`config.mk`:
```
export PLATFORM = sky130hd
export DESIGN_NAME = cmsdk_mcu_ahb_arbiter
export DESIGN_NICKNAME = d
export VERILOG_FILES = /design/src/rtl/cmsdk_mcu_bus_pkg.sv /design/src/rtl/cmsdk_mcu_rr_pick.sv /design/src/rtl/cmsdk_mcu_ahb_arbiter.sv
export SDC_FILE = /design/constraint.sdc
export NUM_CORES = 1
export LEC_CHECK = 0
export ABC_AREA = 1
export CORE_AREA = 5 5 70 72
export CTS_CLUSTER_SIZE = 28
export DETAILED_ROUTE_END_ITERATION = 12
export DIE_AREA = 0 0 75 77
export PLACE_DENSITY = 0.6
export SYNTH_ARGS = -nofsm -noshare
export SYNTH_HDL_FRONTEND = slang
export SYNTH_HIERARCHICAL = 1
export SYNTH_SLANG_ARGS = --single-unit
```
`constraint.sdc`:
```
create_clock -name hclk -period 3.8 [get_ports hclk]
set_clock_uncertainty 0.2 [all_clocks]
set_input_delay 0.57 -clock hclk [delete_from_list [all_inputs] [get_ports hclk]]
set_output_delay 0.57 -clock hclk [all_outputs]
set_load 0.05 [all_outputs]
```
`src/rtl/cmsdk_mcu_bus_pkg.sv`:
```
// Shared system-bus definitions for the dual-core MCU.
// Master indices, HTRANS codes and arbiter state encoding.
package cmsdk_mcu_bus_pkg;

  localparam logic [1:0] MST_CPU1 = 2'd0;
  localparam logic [1:0] MST_CPU2 = 2'd1;
  localparam logic [1:0] MST_DMA  = 2'd2;

  localparam logic [1:0] HTRANS_IDLE = 2'b00;
  localparam logic [1:0] HTRANS_BUSY = 2'b01;
  localparam logic [1:0] HTRANS_NSEQ = 2'b10;
  localparam logic [1:0] HTRANS_SEQ  = 2'b11;

  typedef enum logic {
    ST_PARK = 1'b0,
    ST_OWN  = 1'b1
  } arb_state_t;

  function automatic logic [1:0] mst_next(input logic [1:0] m);
    logic [1:0] n;
    case (m)
      MST_CPU1: n = MST_CPU2;
      MST_CPU2: n = MST_DMA;
      default:  n = MST_CPU1;
    endcase
    return n;
  endfunction

  function automatic logic [2:0] mst_oh(input logic [1:0] m);
    logic [2:0] oh;
    case (m)
      MST_CPU2: oh = 3'b010;
      MST_DMA:  oh = 3'b100;
      default:  oh = 3'b001;
    endcase
    return oh;
  endfunction

  function automatic logic [1:0] mst_idx(input logic [2:0] oh);
    logic [1:0] m;
    unique case (1'b1)
      oh[1]:   m = MST_CPU2;
      oh[2]:   m = MST_DMA;
      default: m = MST_CPU1;
    endcase
    return m;
  endfunction

endpackage

```
`src/rtl/cmsdk_mcu_rr_pick.sv`:
```
// Three-way round-robin picker; masked requesters only win
// when no unmasked requester is present.
module cmsdk_mcu_rr_pick
  import cmsdk_mcu_bus_pkg::*;
(
  input  logic [2:0] req,
  input  logic [1:0] start,
  input  logic [2:0] mask,
  output logic [2:0] win,
  output logic       valid
);

  logic [2:0] hi;
  logic [2:0] lo;
  logic [1:0] idx;

  assign hi = req & ~mask;
  assign lo = req & mask;

  always_comb begin
    win   = 3'b000;
    valid = 1'b0;
    idx   = start;
    for (int k = 0; k < 3; k++) begin
      if (!valid && |(hi & mst_oh(idx))) begin
        win   = mst_oh(idx);
        valid = 1'b1;
      end
      idx = mst_next(idx);
    end
    idx = start;
    for (int k = 0; k < 3; k++) begin
      if (!valid && |(lo & mst_oh(idx))) begin
        win   = mst_oh(idx);
        valid = 1'b1;
      end
      idx = mst_next(idx);
    end
  end

endmodule

```
`src/rtl/cmsdk_mcu_ahb_arbiter.sv`:
```
// Three-master AHB-Lite arbiter (CPU1, CPU2, DMA) for the system bus.
// Re-arbitrates only at transfer boundaries; parks on the last owner.
module cmsdk_mcu_ahb_arbiter
  import cmsdk_mcu_bus_pkg::*;
#(
  parameter int DMA_PRIO  = 0,
  parameter int MAX_BURST = 16
) (
  input  logic       hclk,
  input  logic       hreset,
  input  logic [2:0] hbusreq,
  input  logic [2:0] hlock,
  input  logic [1:0] htrans,
  input  logic       hready,
  output logic [2:0] hgrant,
  output logic [1:0] hmaster,
  output logic [1:0] hmaster_d,
  output logic       hmastlock
);

  localparam logic [7:0] CNT_LAST = 8'(MAX_BURST - 1);

  arb_state_t st_q, st_d;
  logic [1:0] own_q, own_d;
  logic [1:0] own_dq;
  logic [7:0] cnt_q, cnt_d;
  logic       lock_q, lock_d;

  logic [2:0] own_oh;
  logic       own_req;
  logic       own_lock;
  logic       others;
  logic       expired;
  logic       rearb;
  logic [1:0] rr_start;
  logic [2:0] rr_mask;
  logic [2:0] rr_win;
  logic       rr_valid;
  logic [1:0] pick;

  assign own_oh   = mst_oh(own_q);
  assign own_req  = |(hbusreq & own_oh);
  assign own_lock = |(hlock & own_oh);
  assign others   = |(hbusreq & ~own_oh);
  assign expired  = (cnt_q == CNT_LAST);

  // BUSY only hands over when the owner has dropped its request
  assign rearb = hready && !own_lock &&
                 (!own_req || htrans == HTRANS_IDLE ||
                  (htrans[1] && expired && others));

  assign rr_start = mst_next(own_q);
  assign rr_mask  = (st_q == ST_OWN && expired) ? own_oh : 3'b000;

  cmsdk_mcu_rr_pick u_pick (
    .req   (hbusreq),
    .start (rr_start),
    .mask  (rr_mask),
    .win   (rr_win),
    .valid (rr_valid)
  );

  always_comb begin
    pick = own_q;
    if (DMA_PRIO != 0 && hbusreq[2]) begin
      pick = MST_DMA;
    end else if (rr_valid) begin
      pick = mst_idx(rr_win);
    end
  end

  always_comb begin
    st_d   = st_q;
    own_d  = own_q;
    cnt_d  = cnt_q;
    lock_d = lock_q;
    if (hready) begin
      unique case (st_q)
        ST_PARK: begin
          if (|hbusreq) begin
            st_d  = ST_OWN;
            own_d = pick;
            cnt_d = 8'd0;
          end
        end
        ST_OWN: begin
          if (htrans[1] && !expired) begin
            cnt_d = cnt_q + 8'd1;
          end
          if (!(|hbusreq)) begin
            st_d  = ST_PARK;
            cnt_d = 8'd0;
          end else if (rearb) begin
            own_d = pick;
            if (pick != own_q || expired) begin
              cnt_d = 8'd0;
            end
          end
        end
        default: st_d = ST_PARK;
      endcase
      lock_d = (own_d == own_q) ? own_lock : 1'b0;
    end
  end

  always_ff @(posedge hclk or posedge hreset) begin
    if (hreset) begin
      st_q   <= ST_PARK;
      own_q  <= MST_CPU1;
      own_dq <= MST_CPU1;
      cnt_q  <= 8'd0;
      lock_q <= 1'b0;
    end else begin
      st_q   <= st_d;
      own_q  <= own_d;
      cnt_q  <= cnt_d;
      lock_q <= lock_d;
      if (hready) begin
        own_dq <= own_q;
      end
    end
  end

  assign hgrant    = own_oh;
  assign hmaster   = own_q;
  assign hmaster_d = own_dq;
  assign hmastlock = lock_q;

endmodule
```
==> PnR_summary.wiki <==
{| class="wikitable"
! Metric !! Value
|-
| Status || complete, no violations
|-
| Num CTS Buffers || 3
|-
| Critical path launch point || hmaster[0]
|-
| Die area || 0.00578 mm^2
|-
| First-pass iteration count of the detailed router || 4
|-
| Required time reported for the critical path endpoint || 3760 ps
|-
| Post-CTS clock slew at the launch and capture registers of the worst setup and hold paths || 60 ps
|-
| Vias post-DR || between 1,000 and 1,500
|-
| Buffers inserted by post-CTS timing repair || 0
|-
| Final worst path period need || between 3000 and 4000 ps
|-
| CTS H-tree depth || 1
|-
| Residual DRC || 0
|-
| Starting DRT DRC Count || 89
|-
| Slack of the worst reg-to-reg path || 370 ps
|-
| Antenna diode count || 0
|-
| Unrepaired setup endpoints after global routing || no
|-
| Fin util || 44.3%
|-
| Sum of routed wire length over all layers || between 3000 and 4000 um
|-
| Core Footprint || 0.00423 mm^2
|-
| Leakage Power || 0.898 nW
|-
| All-layer global routing usage || 13.3%
|-
| Commonest non-fill, non-tap cells in the layout || sky130_fd_sc_hd__nand2_1, sky130_fd_sc_hd__inv_1, sky130_fd_sc_hd__nand3_1
|-
| Vias per std cell || around 4.9
|-
| Class of the most critical setup path || reg2reg
|-
| Filler-free cell count of the finished design || about 300
|-
| Critical Path Fanout Max || 11
|-
| Cell count after placement || 298
|-
| Cell at the root of the clock tree || sky130_fd_sc_hd__clkbuf_8
|-
| List of cells traversed by the critical path || inv_2, ha_1, inv_1, ha_1, inv_1, nand3_1, nand3_4, nor2_8, nand3_4, nor2_4, nand3_1, o21ai_1, o22ai_1, nor2_1, o211ai_1, nand3_1, nand2_1, o22ai_1
|-
| Synthesized cell area || 0.00158 mm^2
|-
| Endpoint class of the critical path || flop
|-
| Gate Count Post-Synth || 230
|-
| Total grt overflow || 0
|-
| Worst reg2reg startpoint || hmaster[0]
|-
| Net count after synthesis || 252
|-
| FMAX || around 0.29 GHz
|-
| Avg Inst Size Synth || roughly 6.9 um^2
|-
| Setup crit start kind || flop
|-
| Post-Route Setup TNS || 0 ps
|-
| Clock latency reported for the late side of the worst-skew pair || 240 ps
|-
| Highest cell delay on the worst timing path || 460 ps
|-
| Count of max-cap constraint violations || 0
|-
| Area growth from synthesis to layout || 18.7%
|-
| Routed wire length per instance || roughly 12 um
|-
| Top Ports || 19
|-
| Data arrival at the endpoint of the critical path || 3380 ps
|-
| Die Span X || between 70 and 80 um
|-
| Effective utilization at floorplan || 37.4%
|-
| Power Density || 783 mW/mm^2
|-
| Cell row count || 24
|-
| Nets || 273
|-
| Global-route wire length before repair || between 6000 and 7000 um
|-
| Slew of the pin with the lowest slew margin || 572 ps
|-
| Worst-case vdd ir drop || 0.404 mV
|-
| Yosys Warn Count || 6
|-
| Maximum number of pins on one net before global-route repair || 15
|-
| Normalized max-slew margin || a little over 60%
|-
| Final setup violation count || 0
|-
| Most frequent standard cell in the layout excluding fill and tap cells || sky130_fd_sc_hd__nand2_1
|-
| # hold bufs at CTS || 0
|-
| Worst path slowest cell || sky130_fd_sc_hd__dfrtp_1
|-
| Count of input and output buffers || 18
|-
| Fraction of layout cells with a size suffix above 1 || 15.2%
|-
| Chip Height || 77 um
|-
| Post-place instance area || about 0.0018 mm^2
|-
| Number of endpoints with negative hold slack in the final report || 0
|-
| Crit-path most repeated cell || sky130_fd_sc_hd__nand3_1
|-
| Final Instance Area || 0.00188 mm^2
|-
| CTS tree || yes
|-
| Final number of max-transition violations || 0
|-
| Clock sinks || 14
|-
| Power, Total || 1.47 mW
|-
| Period utilisation layout || between 90% and 100%
|-
| Antenna violations before repair || 0
|-
| Remaining antenna violation count || 0
|-
| Gp weighted congestion || between 0.8 and 0.9
|-
| Number of buffers between clock root and the deepest sink || 2
|-
| Type of the most critical hold path || reg2reg
|-
| Via count of the first global-routing pass || around 1,400
|-
| Worst min-delay path startpoint || hmastlock
|-
| Half-perimeter wire length after placement || about 2900 um
|}
## worst max-delay path: cells and delay by family, from the launching register on
| kind | cells | cell delay, ps |
|---|---|---|
| flops | 1 | 460 |
| fa+ha+maj | 2 | 540 |
| buf+inv | 3 | 350 |
| compound gates | 4 | 640 |
| simple gates | 9 | 1150 |
## per-stage QoR
step,hold WS [ps],setup slack [ps]
3_3_place_gp,271,343
2_1_floorplan,259,317
6_report,295,375
3_5_place_dp,278,340
5_1_grt,330,2.34
4_1_cts,296,316
## registers in the layout (all words and copies together) (netlist names)
| register | flops |
|---|---|
| hmastlock | 1 |
| hmaster_d | 2 |
| hmaster | 2 |
| st_q | 1 |
| cnt_q | 8 |
## path summary, 6_finish.rpt
check	endpoint	cells past startpoint
setup / recovery	cnt_q[7]	18
hold / removal	hmastlock	2
setup reg to reg	cnt_q[7]	18
hold reg to reg	hmastlock	2
max in group asynchronous	cnt_q[5]	2
min in group asynchronous	hmaster_d[0]	2
## final cells by class
| cell class | count | area, um^2 |
|---|---|---|
| Inverter | 41 | 168 |
| Sequential cell | 14 | 350 |
| Tap cell | 52 | 65.1 |
| Clock buffer | 4 | 55.1 |
| Timing Repair Buffer | 18 | 180 |
| Multi-Input combinational cell | 173 | 1060 |
| Fill cell | 441 | 2360 |
## what timing repair did
item                       in CTS  in global routing
gates resized for setup         0                  5
setup endpoints to repair       0                  6
hold endpoints to repair        0                  0
## power by group
group	internal, mW	switching (mW)	total (mW)
clock network	0.0917	0.0546	0.146
logic	0.373	0.733	1.11
registers	0.179	0.0377	0.217
## per-layer routing
layer,vias to the layer above,routed length [um],global-route usage (%)
met5,-,0,0
met4,0,15,2.14
met3,2,109,1.96
met2,18,1710,22.1
met1,653,1740,18.2
li1,795,-,-
Power figures use the tool's default switching activity.
==> variant: new RTL, same flow settings <==
The parameter `DMA_PRIO` goes from 0 to 1.
--- a/src/rtl/cmsdk_mcu_ahb_arbiter.sv
+++ b/src/rtl/cmsdk_mcu_ahb_arbiter.sv
@@ -3,7 +3,7 @@
 module cmsdk_mcu_ahb_arbiter
   import cmsdk_mcu_bus_pkg::*;
 #(
-  parameter int DMA_PRIO  = 0,
+  parameter int DMA_PRIO  = 1,
   parameter int MAX_BURST = 16
 ) (
   input  logic       hclk,
Check against the original RTL: not equivalent (Yosys sat finds a counterexample within 4 cycles, from zero or initial values and one cycle with hreset high).
==> variant against the unedited design <==
Sequential cell count did not move. Sequential power decreased by 13%. Final area up 2.1%. Setup slack worse by 0.044 ns. Worst hold slack gained 0.0070 ns. Wire length rose by 3.2%. Area after synthesis is 0.87% higher. Power is 29% lower. Via count grew 3.2%. Global-route usage is 0.21 points higher. Critical path type unchanged.
==> variant: results (changes against the unedited design) <==
outcome complete, no violations; met3 routed WL 205 microns (+88%); DR top layer met4; number of global-route vias before repair 1426 (+2.4%); max reg flops 8 (unchanged); NumNets Final 282 (+3.3%); Pre-antenna DRT Iters 4 (unchanged); internal power 0.5033 mW (-22%); Max FO, Critical Path 7 (-4); Reg-to-Reg Start cnt_q[0]; share of layout cells above drive strength 1 15.83% (+0.63 points); Ant. Diodes 0 (unchanged); Syn Nets 259 (+2.8%); min-delay src cnt_q[1]; H-tree depth 1 (unchanged); Longest Clk Path Bufs 2 (unchanged); Total GRT Usage 13.52% (+0.21 points); hpwl dp 2.942 mm (+3.1%); wire length on met1 1.750 mm (+0.81%); largest net degree at the start of global routing 15 (unchanged); Post-Synthesis Cells 237 (+3.0%); first-pass GRT wire length 6.410 mm (+2.0%); Fmax 288.2 MHz (-1.3%); relative slew slack 53.90% (-7.9 points); Iter 0 DRT Violations 72 (-19%); initial antenna violation count 0 (unchanged); postcts setup bufs 0 (unchanged); reg2reg setup slack 0.33 ns (-0.04 ns); WL per Instance 11.87 microns (+0.23%); CP peak stage delay 0.37 ns (-0.09 ns); gpl congestion 0.8253 (-3.2%); Non-Filler Instances 311 (+3.0%); hold depth 2 (unchanged); pre-CTS setup slack 0.2759 ns (-0.06388 ns); R2R Path End cnt_q[5]; port bufs 18 (unchanged); CP arrival 3.37 ns (about the same); CTS buffer count 3 (unchanged); Worst-path clk slew 0.06 ns (about the same); Worst R2R Path Depth 23 (+5); Largest Register cnt_q; Vias/cell 4.871 (+0.22%); Leak 0.9248 nW (+3.0%); hold endpoint cnt_q[1]; maximum VDD drop 0.2027 mV (-50%); met2 wire length 1.716 mm (+0.12%)
variant: repair_timing:
action / 4_1_cts / 5_1_grt
hold buffers: 0 / 0
gates resized for setup: 0 / 5
setup endpoints to repair: 0 / 8
variant: worst max path at each step:
stage,from,endpoint,cells after the start
3_3_place_gp,cnt_q[0],cnt_q[5],23
3_5_place_dp,cnt_q[0],cnt_q[5],23
6_report,cnt_q[0],cnt_q[5],23
4_1_cts,cnt_q[0],cnt_q[5],23
5_1_grt,cnt_q[0],cnt_q[7],23
2_1_floorplan,hmaster[0],cnt_q[5],22
variant: critical path, delay by kind of cell, from the launching register on:
kind / cells / cell delay, ns
and+or+nand+nor: 18 / 2.20
DFF: 1 / 0.37
adders and majority gates: 1 / 0.22
AOI/OAI and AO/OA: 2 / 0.22
buffers and inverters: 2 / 0.13
variant: cell type report:
class / instances / area (sq um)
well taps: 52 / 65.06
inverters: 44 / 165.2
multi-input cells: 176 / 1077
repair buffers: 21 / 202.7
clock buffers: 4 / 55.05
flip-flops and latches: 14 / 350.3
fillers: 419 / 2318
variant: power groups by stage:
stage                     sequential, mW  clock [mW]  combinational (mW)
after CTS                          0.188       0.150               0.705
after detailed placement           0.190           0               0.701
after global routing               0.191       0.159               0.782
after floorplan                    0.252           0               0.471
after global placement             0.190           0               0.703
final                              0.188       0.146               0.709
variant: per-layer routing:
metal	global-route usage, %	up-vias
met3	3.399	5
li1	-	805
met5	0	-
met1	19.00	673
met4	1.779	0
met2	21.17	32
variant: per-stage QoR:
| stage | instance area (sq um) | setup TNS [ns] | hold slack (ns) |
|---|---|---|---|
| 2_1_floorplan | 1595 | 0 | 0.2592 |
| 3_3_place_gp | 1844 | 0 | 0.2735 |
| 6_report | 1916 | 0 | 0.3019 |
| 5_1_grt | 1916 | -0.04849 | 0.3704 |
| 3_5_place_dp | 1844 | 0 | 0.2921 |
| 4_1_cts | 1899 | 0 | 0.3067 |
